===== config.mk =====
export PLATFORM = sky130hd
export DESIGN_NAME = gat_layer_sequencer_flat
export DESIGN_NICKNAME = d
export VERILOG_FILES = /design/src/rtl/gat_layer_sequencer_if.sv /design/src/rtl/gat_layer_sequencer.sv /design/src/flat_wrapper.sv
export SDC_FILE = /design/constraint.sdc
export NUM_CORES = 1
export LEC_CHECK = 0
export ABC_CLOCK_PERIOD_IN_PS = 2500
export CAP_MARGIN = 20
export CORE_MARGIN = 8
export CORE_UTILIZATION = 51
export DETAILED_ROUTE_END_ITERATION = 7
export GPL_ROUTABILITY_DRIVEN = 0
export GPL_TIMING_DRIVEN = 0
export PLACE_DENSITY = 0.84
export SETUP_SLACK_MARGIN = 0.4
export SYNTH_ARGS = -nofsm -noshare
export SYNTH_HDL_FRONTEND = slang
export SYNTH_SLANG_ARGS = --single-unit

===== constraint.sdc =====
create_clock -name clk -period 2.5 [get_ports clk]
set_input_delay 0.625 -clock clk [delete_from_list [all_inputs] [get_ports clk]]
set_output_delay 0.625 -clock clk [all_outputs]
set_load 0.05 [all_outputs]

===== src/rtl/gat_layer_sequencer_if.sv =====
// Handshake bundle between the GAT run controller and its environment:
// PS run request, BRAM load status, conv1/conv2 launch/completion and
// run status/statistics.
interface gat_layer_sequencer_if #(
  parameter int unsigned NUM_SUBGRAPHS = 2708,
  parameter int unsigned CYC_CNT_W     = 32
);
  localparam int unsigned SG_CNT_W = $clog2(NUM_SUBGRAPHS + 1);

  logic                 start;
  logic                 h_data_bram_load_done;
  logic                 h_node_info_bram_load_done;
  logic                 wgt_bram_load_done;
  logic                 conv1_start;
  logic                 conv1_sg_done;
  logic                 conv1_done;
  logic                 conv2_start;
  logic                 conv2_sg_done;
  logic                 conv2_done;
  logic                 gat_layer;
  logic                 busy;
  logic                 done;
  logic [SG_CNT_W-1:0]  sg_count;
  logic [CYC_CNT_W-1:0] cycle_count;
  logic                 sg_mismatch;

  // Sequencer side
  modport slave (
    input  start, h_data_bram_load_done, h_node_info_bram_load_done,
           wgt_bram_load_done, conv1_sg_done, conv1_done,
           conv2_sg_done, conv2_done,
    output conv1_start, conv2_start, gat_layer, busy, done,
           sg_count, cycle_count, sg_mismatch
  );

  // PS / conv-engine side
  modport master (
    output start, h_data_bram_load_done, h_node_info_bram_load_done,
           wgt_bram_load_done, conv1_sg_done, conv1_done,
           conv2_sg_done, conv2_done,
    input  conv1_start, conv2_start, gat_layer, busy, done,
           sg_count, cycle_count, sg_mismatch
  );
endinterface


===== src/rtl/gat_layer_sequencer.sv =====
// Top-level run controller for the two-layer GAT pipeline.
// Waits for the BRAM loads, runs conv1, drains, flips the shared-port mux
// (gat_layer) and runs conv2, counting subgraphs and active cycles.
module gat_layer_sequencer #(
  parameter int unsigned NUM_SUBGRAPHS = 2708,
  parameter int unsigned DRAIN_CYCLES  = 4,
  parameter int unsigned CYC_CNT_W     = 32
) (
  input logic                  clk,
  input logic                  rst,
  gat_layer_sequencer_if.slave bus
);
  localparam int unsigned SG_CNT_W = $clog2(NUM_SUBGRAPHS + 1);

  localparam logic [2:0] S_IDLE      = 3'd0;
  localparam logic [2:0] S_WAIT_LOAD = 3'd1;
  localparam logic [2:0] S_CONV1     = 3'd2;
  localparam logic [2:0] S_DRAIN     = 3'd3;
  localparam logic [2:0] S_CONV2     = 3'd4;
  localparam logic [2:0] S_DONE      = 3'd5;

  localparam logic [SG_CNT_W-1:0]  SG_MAX     = '1;
  localparam logic [SG_CNT_W-1:0]  SG_TARGET  = SG_CNT_W'(NUM_SUBGRAPHS);
  localparam logic [CYC_CNT_W-1:0] CYC_MAX    = '1;
  localparam logic [7:0]           DRAIN_LAST = 8'(DRAIN_CYCLES - 1);

  logic [2:0]           state;
  logic [2:0]           state_next;
  logic [7:0]           drain_cnt;
  logic [SG_CNT_W-1:0]  sg_count;
  logic [CYC_CNT_W-1:0] cycle_count;
  logic                 sg_mismatch;
  logic                 busy;
  logic                 done;
  logic                 gat_layer;
  logic                 conv1_start;
  logic                 conv2_start;

  logic                 in_conv;
  logic                 run_start;
  logic                 loads_ready;
  logic                 sg_pulse;
  logic                 layer_end;
  logic [SG_CNT_W-1:0]  sg_final;

  // Decode the events that matter in the current state; pulses belonging to
  // the other layer or arriving outside a CONV state are masked here.
  always_comb begin
    in_conv     = (state == S_CONV1) || (state == S_CONV2) || (state == S_DRAIN);
    run_start   = bus.start && ((state == S_IDLE) || (state == S_DONE));
    loads_ready = bus.h_data_bram_load_done && bus.h_node_info_bram_load_done &&
                  bus.wgt_bram_load_done;
    sg_pulse    = ((state == S_CONV1) && bus.conv1_sg_done) ||
                  ((state == S_CONV2) && bus.conv2_sg_done);
    layer_end   = ((state == S_CONV1) && bus.conv1_done) ||
                  ((state == S_CONV2) && bus.conv2_done);
    // A sg_done coincident with the layer's done is counted before the check
    sg_final    = sg_count;
    if (sg_pulse && (sg_count != SG_MAX)) begin
      sg_final = sg_count + 1'b1;
    end
  end

  // Next-state selection
  always_comb begin
    state_next = state;
    case (state)
      S_IDLE, S_DONE: if (run_start)                state_next = S_WAIT_LOAD;
      S_WAIT_LOAD:    if (loads_ready)              state_next = S_CONV1;
      S_CONV1:        if (layer_end)                state_next = S_DRAIN;
      S_DRAIN:        if (drain_cnt == DRAIN_LAST)  state_next = S_CONV2;
      S_CONV2:        if (layer_end)                state_next = S_DONE;
      default:                                      state_next = S_IDLE;
    endcase
  end

  // State register and drain timer (restarts at 0 on each DRAIN entry)
  always_ff @(posedge clk) begin
    if (rst) begin
      state     <= S_IDLE;
      drain_cnt <= '0;
    end else begin
      state <= state_next;
      if (state == S_DRAIN) begin
        drain_cnt <= drain_cnt + 8'd1;
      end else begin
        drain_cnt <= '0;
      end
    end
  end

  // Subgraph counter, active-cycle counter and sticky mismatch flag
  always_ff @(posedge clk) begin
    if (rst) begin
      sg_count    <= '0;
      cycle_count <= '0;
      sg_mismatch <= 1'b0;
    end else if (run_start) begin
      sg_count    <= '0;
      cycle_count <= '0;
      sg_mismatch <= 1'b0;
    end else begin
      if (in_conv && (cycle_count != CYC_MAX)) begin
        cycle_count <= cycle_count + 1'b1;
      end
      if (layer_end && (sg_final != SG_TARGET)) begin
        sg_mismatch <= 1'b1;
      end
      // Leaving CONV1 clears the count for conv2; leaving CONV2 keeps the final
      if ((state == S_CONV1) && layer_end) begin
        sg_count <= '0;
      end else begin
        sg_count <= sg_final;
      end
    end
  end

  // Status and launch outputs registered from the state being entered
  always_ff @(posedge clk) begin
    if (rst) begin
      busy        <= 1'b0;
      done        <= 1'b0;
      gat_layer   <= 1'b0;
      conv1_start <= 1'b0;
      conv2_start <= 1'b0;
    end else begin
      busy        <= (state_next == S_WAIT_LOAD) || (state_next == S_CONV1) ||
                     (state_next == S_DRAIN)     || (state_next == S_CONV2);
      done        <= (state_next == S_DONE);
      gat_layer   <= (state_next == S_CONV2) || (state_next == S_DONE);
      conv1_start <= (state_next == S_CONV1) && (state != S_CONV1);
      conv2_start <= (state_next == S_CONV2) && (state != S_CONV2);
    end
  end

  assign bus.conv1_start = conv1_start;
  assign bus.conv2_start = conv2_start;
  assign bus.gat_layer   = gat_layer;
  assign bus.busy        = busy;
  assign bus.done        = done;
  assign bus.sg_count    = sg_count;
  assign bus.cycle_count = cycle_count;
  assign bus.sg_mismatch = sg_mismatch;
endmodule


===== src/flat_wrapper.sv =====
// flat-port wrapper written by rule: the top's interface ports become plain ports
module gat_layer_sequencer_flat 
#(
  parameter int unsigned NUM_SUBGRAPHS = 2708,
  parameter int unsigned DRAIN_CYCLES  = 4,
  parameter int unsigned CYC_CNT_W     = 32
)
  (clk, rst, bus_start, bus_h_data_bram_load_done, bus_h_node_info_bram_load_done, bus_wgt_bram_load_done, bus_conv1_sg_done, bus_conv1_done, bus_conv2_sg_done, bus_conv2_done, bus_conv1_start, bus_conv2_start, bus_gat_layer, bus_busy, bus_done, bus_sg_count, bus_cycle_count, bus_sg_mismatch);
  gat_layer_sequencer_if #(.NUM_SUBGRAPHS(NUM_SUBGRAPHS), .CYC_CNT_W(CYC_CNT_W)) bus_i ();
  input logic clk;
  input logic rst;
  input wire logic [$bits(bus_i.start)-1:0] bus_start;
  input wire logic [$bits(bus_i.h_data_bram_load_done)-1:0] bus_h_data_bram_load_done;
  input wire logic [$bits(bus_i.h_node_info_bram_load_done)-1:0] bus_h_node_info_bram_load_done;
  input wire logic [$bits(bus_i.wgt_bram_load_done)-1:0] bus_wgt_bram_load_done;
  input wire logic [$bits(bus_i.conv1_sg_done)-1:0] bus_conv1_sg_done;
  input wire logic [$bits(bus_i.conv1_done)-1:0] bus_conv1_done;
  input wire logic [$bits(bus_i.conv2_sg_done)-1:0] bus_conv2_sg_done;
  input wire logic [$bits(bus_i.conv2_done)-1:0] bus_conv2_done;
  output wire logic [$bits(bus_i.conv1_start)-1:0] bus_conv1_start;
  output wire logic [$bits(bus_i.conv2_start)-1:0] bus_conv2_start;
  output wire logic [$bits(bus_i.gat_layer)-1:0] bus_gat_layer;
  output wire logic [$bits(bus_i.busy)-1:0] bus_busy;
  output wire logic [$bits(bus_i.done)-1:0] bus_done;
  output wire logic [$bits(bus_i.sg_count)-1:0] bus_sg_count;
  output wire logic [$bits(bus_i.cycle_count)-1:0] bus_cycle_count;
  output wire logic [$bits(bus_i.sg_mismatch)-1:0] bus_sg_mismatch;
  assign bus_i.start = bus_start;
  assign bus_i.h_data_bram_load_done = bus_h_data_bram_load_done;
  assign bus_i.h_node_info_bram_load_done = bus_h_node_info_bram_load_done;
  assign bus_i.wgt_bram_load_done = bus_wgt_bram_load_done;
  assign bus_i.conv1_sg_done = bus_conv1_sg_done;
  assign bus_i.conv1_done = bus_conv1_done;
  assign bus_i.conv2_sg_done = bus_conv2_sg_done;
  assign bus_i.conv2_done = bus_conv2_done;
  assign bus_conv1_start = bus_i.conv1_start;
  assign bus_conv2_start = bus_i.conv2_start;
  assign bus_gat_layer = bus_i.gat_layer;
  assign bus_busy = bus_i.busy;
  assign bus_done = bus_i.done;
  assign bus_sg_count = bus_i.sg_count;
  assign bus_cycle_count = bus_i.cycle_count;
  assign bus_sg_mismatch = bus_i.sg_mismatch;
  gat_layer_sequencer #(.NUM_SUBGRAPHS(NUM_SUBGRAPHS), .DRAIN_CYCLES(DRAIN_CYCLES), .CYC_CNT_W(CYC_CNT_W)) u_core (.clk(clk), .rst(rst), .bus(bus_i));
endmodule

==> results of run 1 <==
synth_stat cells (2+ instances only):
cell type and instances:
a21oi_1 10, a22oi_1 2, a2bb2oi_1 2, a311oi_1 2, a31o_2 2, a31oi_1 2
and2_1 3, and3_1 8, and4_1 7, buf_2 3, buf_6 3, clkbuf_1 8
dfxtp_1 61, ha_1 3, inv_1 9, mux2i_1 2, nand2_1 20, nand2b_1 2
nand3_1 21, nand4_1 19, nor2_1 57, nor2b_1 5, nor3_1 8, nor3b_1 3
nor4_1 4, o21a_1 2, o21ai_0 15, or2_2 2, or3_1 8, xnor2_1 14
xor2_1 25
layout by cell type (no fill, tap or decap), types with 11 or more instances in the layout:
cell            n
nor2_1         57
dlygate4sd2_1  46
dfxtp_1        36
xor2_1         25
dfxtp_2        22
nand3_1        20
nand4_1        19
nand2_1        19
buf_4          18
o21ai_0        14
xnor2_1        14
clkbuf_8       11
how the worst min path moves through the flow:
stage	start	endpoint	slack [ps]	cells after the start
6_report	u_core.drain_cnt[0]	u_core.drain_cnt[0]	460	1
5_1_grt	u_core.drain_cnt[0]	u_core.drain_cnt[0]	500	1
4_1_cts	u_core.drain_cnt[0]	u_core.drain_cnt[0]	470	1
3_5_place_dp	u_core.drain_cnt[0]	u_core.drain_cnt[0]	450	1
3_3_place_gp	u_core.drain_cnt[0]	u_core.drain_cnt[0]	440	1
2_1_floorplan	u_core.drain_cnt[0]	u_core.drain_cnt[0]	430	1
critical path: stages, from the launching register on:
cell and delay, ps:
dfxtp_1 310, buf_2 170, nor2b_2 180, a32o_2 240, buf_6 120, nor2b_4 120, buf_6 120, or3_4 370
a21oi_4 170, a41oi_2 120
logic make-up (layout without fill, tap and decap cells):
group | after synthesis | in the layout | synth area share, %
AOI/OAI and AO/OA | 51 | 51 | 11.79
muxes | 3 | 3 | 1.034
xor gates and xnor gates | 39 | 39 | 11.30
and+or+nand+nor | 173 | 173 | 30.53
DFF | 61 | 61 | 40.38
adders and majority gates | 3 | 3 | 1.241
buffers and inverters | 23 | 113 | 3.723
sequential cells by signal (all words and copies together) (netlist names):
name,flops
u_core.bus.sg_count,12
u_core.bus.busy,1
u_core.bus.conv1_start,1
u_core.state,3
u_core.bus.gat_layer,1
u_core.bus.sg_mismatch,1
u_core.bus.cycle_count,32
u_core.drain_cnt,8
u_core.bus.conv2_start,1
u_core.bus.done,1
repair_timing:
| item | 4_1_cts | 5_1_grt |
|---|---|---|
| buffers inserted | 3 | 15 |
| resized for setup | 51 | 23 |
| setup endpoints to repair | 64 | 37 |
| pin swaps | 5 | 11 |
layer usage:
metal / global-route usage, % / vias up
met4: 9.262 / 0
met2: 27.75 / 94
met1: 20.42 / 1385
met3: 4.968 / 15
li1: - / 1441
met5: 0 / -
per-stage QoR:
| stage | worst slack [ps] | instances | TNS (ps) | util [%] | hold WS (ps) |
|---|---|---|---|---|---|
| after detailed placement | -53.87 | 486 | -53.87 | 64.63 | 453.8 |
| after global routing | 332.2 | 518 | 0 | 70.55 | 502.7 |
| final | 444.8 | 518 | 0 | 70.55 | 464.1 |
| after global placement | -43.54 | 486 | -43.54 | 64.63 | 440.4 |
| after floorplan | 400.8 | 353 | 0 | - | 426.2 |
| after CTS | 405.1 | 503 | 0 | 67.28 | 466.4 |
power breakdown:
| part | total, mW | switching, mW | internal [mW] |
|---|---|---|---|
| sequential | 0.975 | 0.00213 | 0.973 |
| clock | 0.761 | 0.362 | 0.399 |
| combinational | 0.0937 | 0.0577 | 0.0360 |
area by class of cell:
cell class	count	area (um^2)
fillers	467	1713
inverters	9	33.78
plain buffers	14	96.34
repair buffers	76	673.1
well taps	75	93.84
multi-input cells	269	1780
clock inverters	2	10.01
flip-flops and latches	61	1260
clock buffers	12	155.1
==> impl_metrics.ini, run 1 <==
[logic_synthesis]
syn-cell-area_um2 = 3024
async_reset_ff_share_pct = 0
avgSynthCellArea_um2 = 8.567
synth_warnings = 0
yosys-top-cells-area = dfxtp_1 40%, xor2_1 7.2%, nor2_1 7.1%
syn-num-nets = 366
synth_top_area_share_pct = 40.38
yosys.area.top_type = dfxtp_1
synth_cells = 353
synth_cell_type_count = 52
synth_flop_cell = dfxtp_1
ys_ff_latch = 61
synth-edff-count = 0
ys_seq_area_share_pct = 40.38

[sta]
fin_crit_ps = 2055
rsz0062_at_grt = yes
setup_viol = 0
tightestPinTransition_ps = 515.0
period_share_pct = 82.21
finClkSkew_ps = 10.38
max_freq_mhz = 486.6
final_hold_viol_count = 0
slew_headroom_pct = 65.61
drv_slew = 0

[worst_setup_path]
critPathRequiredTime_ps = 2710
r2r_cells = 9
path_class = flip-flop to flip-flop
endpoint_kind = flip-flop
cp_max_fo = 10
crit_path_end = u_core.bus.sg_mismatch
startpoint_type = flip-flop
arrival_ps = 2260
r2r-start = u_core.state[2]
worstSetupStartpoint = u_core.state[2]
r2r_slack_ps = 440
timing.rr.end = u_core.bus.sg_mismatch

[route]
wl_met2_um = 3748
met1Wirelength_um = 3471
drc_errors = 0
vias_per_cell = 5.666
first_pass_iters = 4
drt_iter0_drc = 155
wl_met3_um = 526
post_drt_wl_per_cell_um = 15.21
highest_layer = met4
wl_um = 7881
num_vias = 2935
postRouteAntennaNets = 0

[pwr]
ir_drop_mv = 0.3247
p_leak_nw = 1.763
power.total_mw = 1.830
power.density_nw_per_um2 = 446.0

[cells_and_area]
area_growth_pct = 35.66
num-nets-final = 453
antenna_cells = 0
final_area_um2 = 4103
drive_above_1_share_pct = 20.32

[clocking]
clk_path_buf_depth = 2
cts_tree = done
root_buffer = clkbuf_8
clk_pin_slew_ps = 60
cts_htree_levels = 3
cts_buffers = 9
worstSkewPairLatency_ps = 340
ctsHoldBuffers = 0
clock-sinks = 61

[die]
dieArea_um2 = 8650
die_y_um = 93.01
initial_core_util_pct = 52.00
num_io_pins = 60
coreArea_um2 = 5816
die_width_um = 93.01
rows = 28

[flow_run]
drv_cap = 0

[grt]
grt_max_degree = 11
grtUsageTotal_pct = 17.28
first_global_vias = 2654
grt_pass1_wl_um = 12180
gr-total-overflow = 0
antenna_found_initial = 0

[outcome]
status = finished clean

[placement]
io_buffer_count = 58
place_hpwl_um = 5353
dpl_cell_area_um2 = 3759

[min_path]
hp-class = flip-flop to flip-flop
Note: power is estimated with default switching activity, not from simulation.
==> run 2: changes to the inputs <==
Settings changed: ABC_CLOCK_PERIOD_IN_PS 2500 to 1800, CORE_UTILIZATION 51 to 46, PLACE_DENSITY 0.84 to 0.8.
Clock period 2.5 ns to 1.8 ns, I/O delays scaled along.
==> run 2 against run 1 <==
The flow now finishes with violations (negative setup slack). Wire length increased by 110%. Clock skew grew 0.60 ps. Final cell count grew 20%. Final area grew 46%. Core utilization is 24 points higher. Sequential power increased by 33%. Sequential share of layout area fell by 7.6 points. Die area grew 9.0%. Non-clock buffer count increased by 100. Critical path type unchanged.
==> impl_metrics.ini, run 2 (synthesis results as in run 1) <==
[outcome]
status = finished, violations left
violations = negative setup slack

[worst_setup_path]
path_cells = ha_4 > buf_8 > nand2_4 > nor4_4 > buf_4 > nor4b_4 > buf_4 > mux2_4 > mux2i_1 > a41oi_1
cp_slowest_cell = dfxtp_4
arrival_ps = 2430
slowest_delay_ps = 370
startpoint_type = flip-flop
crit_top_cell = buf_4
cp_max_fo = 2
crit_family = multiplexers
endpoint_kind = flip-flop
crit_buf_inv = 3
critPathRequiredTime_ps = 2020
path_class = flip-flop to flip-flop

[sta]
setup_viol = 43
period_share_pct = 122.7
rsz0062_at_grt = yes
final_hold_viol_count = 0
tightestPinTransition_ps = 566.4
max_freq_mhz = 452.8
hold-worst-slack_ps = 470.6
slew_headroom_pct = 62.24
fin_crit_ps = 2208
layout_setup_ws_ps = -408.4
tns_ps = -9956
finClkSkew_ps = 10.98
drv_slew = 0

[cells_and_area]
final_cells = 622
regMostFlops = u_core.bus.cycle_count
num-nets-final = 553
final_cell_mix = 79 x buf_4, 66 x buf_6, 43 x nor2_1
n_fill_cell = 177
largest_registers = u_core.bus.cycle_count x32, u_core.bus.sg_count x12, u_core.drain_cnt x8
final_area_um2 = 5983
post-route-util_pct = 94.23
drive_above_1_share_pct = 64.40
largest_reg_flops = 32
final_common_cell = buf_4
antenna_cells = 0
area_growth_pct = 97.85
seq_area_um2 = 1385
multi_input_area_um2 = 2359

[die]
die_width_um = 97.08
die_y_um = 97.08
rows = 29
coreArea_um2 = 6350
dieArea_um2 = 9425
initial_core_util_pct = 47.63
num_io_pins = 60

[grt]
antenna_found_initial = 0
grtUsageTotal_pct = 24.52
first_global_vias = 3506
gr-total-overflow = 0
grt_max_degree = 12
grt_pass1_wl_um = 18870

[route]
postRouteAntennaNets = 0
first_pass_iters = 6
num_vias = 4140
drc_errors = 0
post_drt_wl_per_cell_um = 27.23
wl_um = 16940
drt_iter0_drc = 419
vias_per_cell = 6.656

[clocking]
worstSkewPairLatency_ps = 360
clock-sinks = 61
cts_buffers = 9
clk_pin_slew_ps = 90
cts_htree_levels = 3
clk_path_buf_depth = 2
root_buffer = clkbuf_8
cts_tree = done

[pwr]
power.total_mw = 2.874
power.density_nw_per_um2 = 480.4
p_leak_nw = 2.372
ir_drop_mv = 0.6464

[placement]
io_buffer_count = 58
place_hpwl_um = 5567
dpl_cell_area_um2 = 3969
dp_slack_ps = -539.7
dp_cells = 488

[flow_run]
drv_cap = 0

[min_path]
hp-class = flip-flop to flip-flop
run 2: worst paths after layout:
kind | from | end | slack, ps | cells after the start
hold reg to reg | u_core.drain_cnt[0] | u_core.drain_cnt[0] | 470 | 1
hold / removal | u_core.drain_cnt[0] | u_core.drain_cnt[0] | 470 | 1
setup / recovery | u_core.bus.sg_count[1] | u_core.bus.sg_mismatch | -410 | 10
setup reg to reg | u_core.bus.sg_count[1] | u_core.bus.sg_mismatch | -410 | 10
run 2: layout make-up:
cell class                      count  share of cell area [%]
Sequential cell                    61                   23.15
Multi-Input combinational cell    269                   39.42
Clock buffer                       12                   3.137
Tap cell                           77                   1.610
Timing Repair Buffer              176                   29.17
Buffer                             14                   2.447
Inverter                            9                  0.6483
Clock inverter                      4                  0.4182
run 2: routing by layer:
metal  vias to the layer above  part of all wire [%]  wire length (um)  global-route usage, %
li1                       1648                     -                 -                      -
met4                         0                   8.7              1473                  14.32
met1                      1915                    33              5613                  27.41
met5                         -                     0                 0                      0
met2                       416                    46              7868                  41.61
met3                       161                    12              1983                  5.619
run 2: where the power goes:
part	internal (mW)	switching [mW]	leakage, nW
clock	0.705	0.653	0.113
sequential	1.29	0.00410	0.529
combinational	0.0920	0.127	1.73
run 2: repair_timing:
item                                    in CTS  in global routing
cloned                                       2                  0
buffers inserted                            71                 45
endpoints found under the setup margin     107                101
hold buffers                                 0                  0
gates resized for setup                    429                130
hold endpoints to repair                     0                  0
pin swaps                                   53                 67
==> run 3: changes to the inputs <==
Settings changed: REMOVE_ABC_BUFFERS set to 1.
==> run 3 against run 2 <==
The flow still finishes with violations (negative setup slack). Sequential cell count did not move. Combinational power decreased by 21%. Die area is the same. Final cell count decreased by 4.7%. Critical path depth decreased by 3. Sequential share of layout area increased by 1.6 points. Via count decreased by 7.2%. First-iteration DRC count shrank 16%. Non-clock buffer count shrank 29. Clock-buffer cell count unchanged. Largest power group is now registers.
==> impl_metrics.ini, run 3 (synthesis results as in run 1) <==
[outcome]
status = finished, violations left
violations = negative setup slack

[cells_and_area]
regMostFlops = u_core.bus.cycle_count
largest_registers = u_core.bus.cycle_count x32, u_core.bus.sg_count x12, u_core.drain_cnt x8
final_common_cell = buf_4
antenna_cells = 0
area_growth_pct = 83.62
drive_above_1_share_pct = 60.27
largest_reg_flops = 32
num-nets-final = 526
final_cell_mix = 74 x buf_4, 53 x buf_6, 48 x nor2_1
n_fill_cell = 259

[worst_setup_path]
r2r-start = u_core.bus.cycle_count[6]
endpoint_kind = flip-flop
arrival_ps = 2390
startpoint_type = flip-flop
worstSetupStartpoint = u_core.bus.cycle_count[6]
cp_max_fo = 4
critPathRequiredTime_ps = 2010
path_class = flip-flop to flip-flop

[placement]
io_buffer_count = 59
place_hpwl_um = 5235

[route]
drc_errors = 0
postRouteAntennaNets = 0
drt_iter0_drc = 352
vias_per_cell = 6.477
first_pass_iters = 7
num_vias = 3841
wl_um = 14600
post_drt_wl_per_cell_um = 24.62

[sta]
layout_setup_ws_ps = -374.0
hold-worst-slack_ps = 506.2
fin_crit_ps = 2174
rsz0062_at_grt = yes
setup_viol = 24
slew_headroom_pct = 51.20
period_share_pct = 120.8
final_hold_viol_count = 0
max_freq_mhz = 460.0
tightestPinTransition_ps = 729.4
finClkSkew_ps = 8.794
drv_slew = 0

[grt]
grt_max_degree = 18
grtUsageTotal_pct = 22.92
grt_pass1_wl_um = 18100
gr-total-overflow = 0
first_global_vias = 3513
antenna_found_initial = 0

[pwr]
power.density_nw_per_um2 = 467.0
p_leak_nw = 2.187
ir_drop_mv = 0.5486
power.total_mw = 2.593

[die]
die_y_um = 97.08
num_io_pins = 60
dieArea_um2 = 9425
rows = 29
die_width_um = 97.08
coreArea_um2 = 6350
initial_core_util_pct = 47.63

[clocking]
cts_buffers = 9
cts_htree_levels = 3
worstSkewPairLatency_ps = 350
cts_tree = done
clock-sinks = 61
root_buffer = clkbuf_8
clk_pin_slew_ps = 70
clk_path_buf_depth = 2

[min_path]
worstHoldStart = u_core.drain_cnt[0]
hp-class = flip-flop to flip-flop

[flow_run]
drv_cap = 0
[run 3: cell type report]
cell class / instances / area [um^2] / share of cell area, %
Tap cell: 77 / 96.34 / 1.735
Sequential cell: 61 / 1375 / 24.76
Clock inverter: 2 / 10.01 / 0.1803
Multi-Input combinational cell: 271 / 2308 / 41.57
Timing Repair Buffer: 161 / 1570 / 28.28
Clock buffer: 12 / 155.1 / 2.794
Inverter: 9 / 37.54 / 0.6760
[run 3: routing by layer]
layer	up-vias	track usage [%]	wire length [um]	share of wire, %
met3	106	6.401	1351	9.3
met2	324	38.44	6967	48
met4	0	10.30	1098	7.5
met5	-	0	0	0
met1	1832	26.43	5180	35
li1	1579	-	-	-
[run 3: final timing paths]
kind                                                    to  slack, ps  cells after the start
worst max-delay path            u_core.bus.cycle_count[31]       -370                      7
worst min-delay path                   u_core.drain_cnt[0]        510                      1
worst max register to register  u_core.bus.cycle_count[31]       -370                      7
worst min register to register         u_core.drain_cnt[0]        510                      1
[run 3: where the power goes]
| part | internal (mW) | switching, mW | total [mW] |
|---|---|---|---|
| Combinational | 0.0653 | 0.107 | 0.172 |
| Clock | 0.556 | 0.551 | 1.11 |
| Sequential | 1.30 | 0.0127 | 1.31 |
| Total | 1.92 | 0.670 | 2.59 |
[run 3: per-stage QoR]
| step | setup WS (ps) | utilization [%] | instance area (um^2) | std cells | TNS [ps] |
|---|---|---|---|---|---|
| CTS | -136.4 | 78.54 | 4987 | 560 | -199.9 |
| global route | -412.1 | 87.45 | 5553 | 593 | -4053 |
| finish | -374.0 | 87.45 | 5553 | 593 | -2396 |
| floorplan | -850.4 | - | 2945 | 339 | -16260 |
| global placement | -995.3 | 57.20 | 3632 | 475 | -23730 |
| detailed placement | -786.2 | 57.30 | 3638 | 475 | -19820 |
[run 3: repair_timing]
| action | CTS | global route |
|---|---|---|
| endpoints found under the hold margin | 0 | 0 |
| endpoints found under the setup margin | 109 | 89 |
| gates resized for setup | 525 | 86 |
| buffers inserted | 69 | 32 |
| pin swaps | 69 | 54 |
| hold buffers | 0 | 0 |
| gates cloned | 2 | 1 |
[run 3: critical path, stage by stage (launching register included)]
cell and delay, ps:
dfxtp_4 380, nand4_1 230, nor3_4 350, buf_4 190, nand3_1 230, nor4_4 290
xnor2_1 260, nor2_1 110
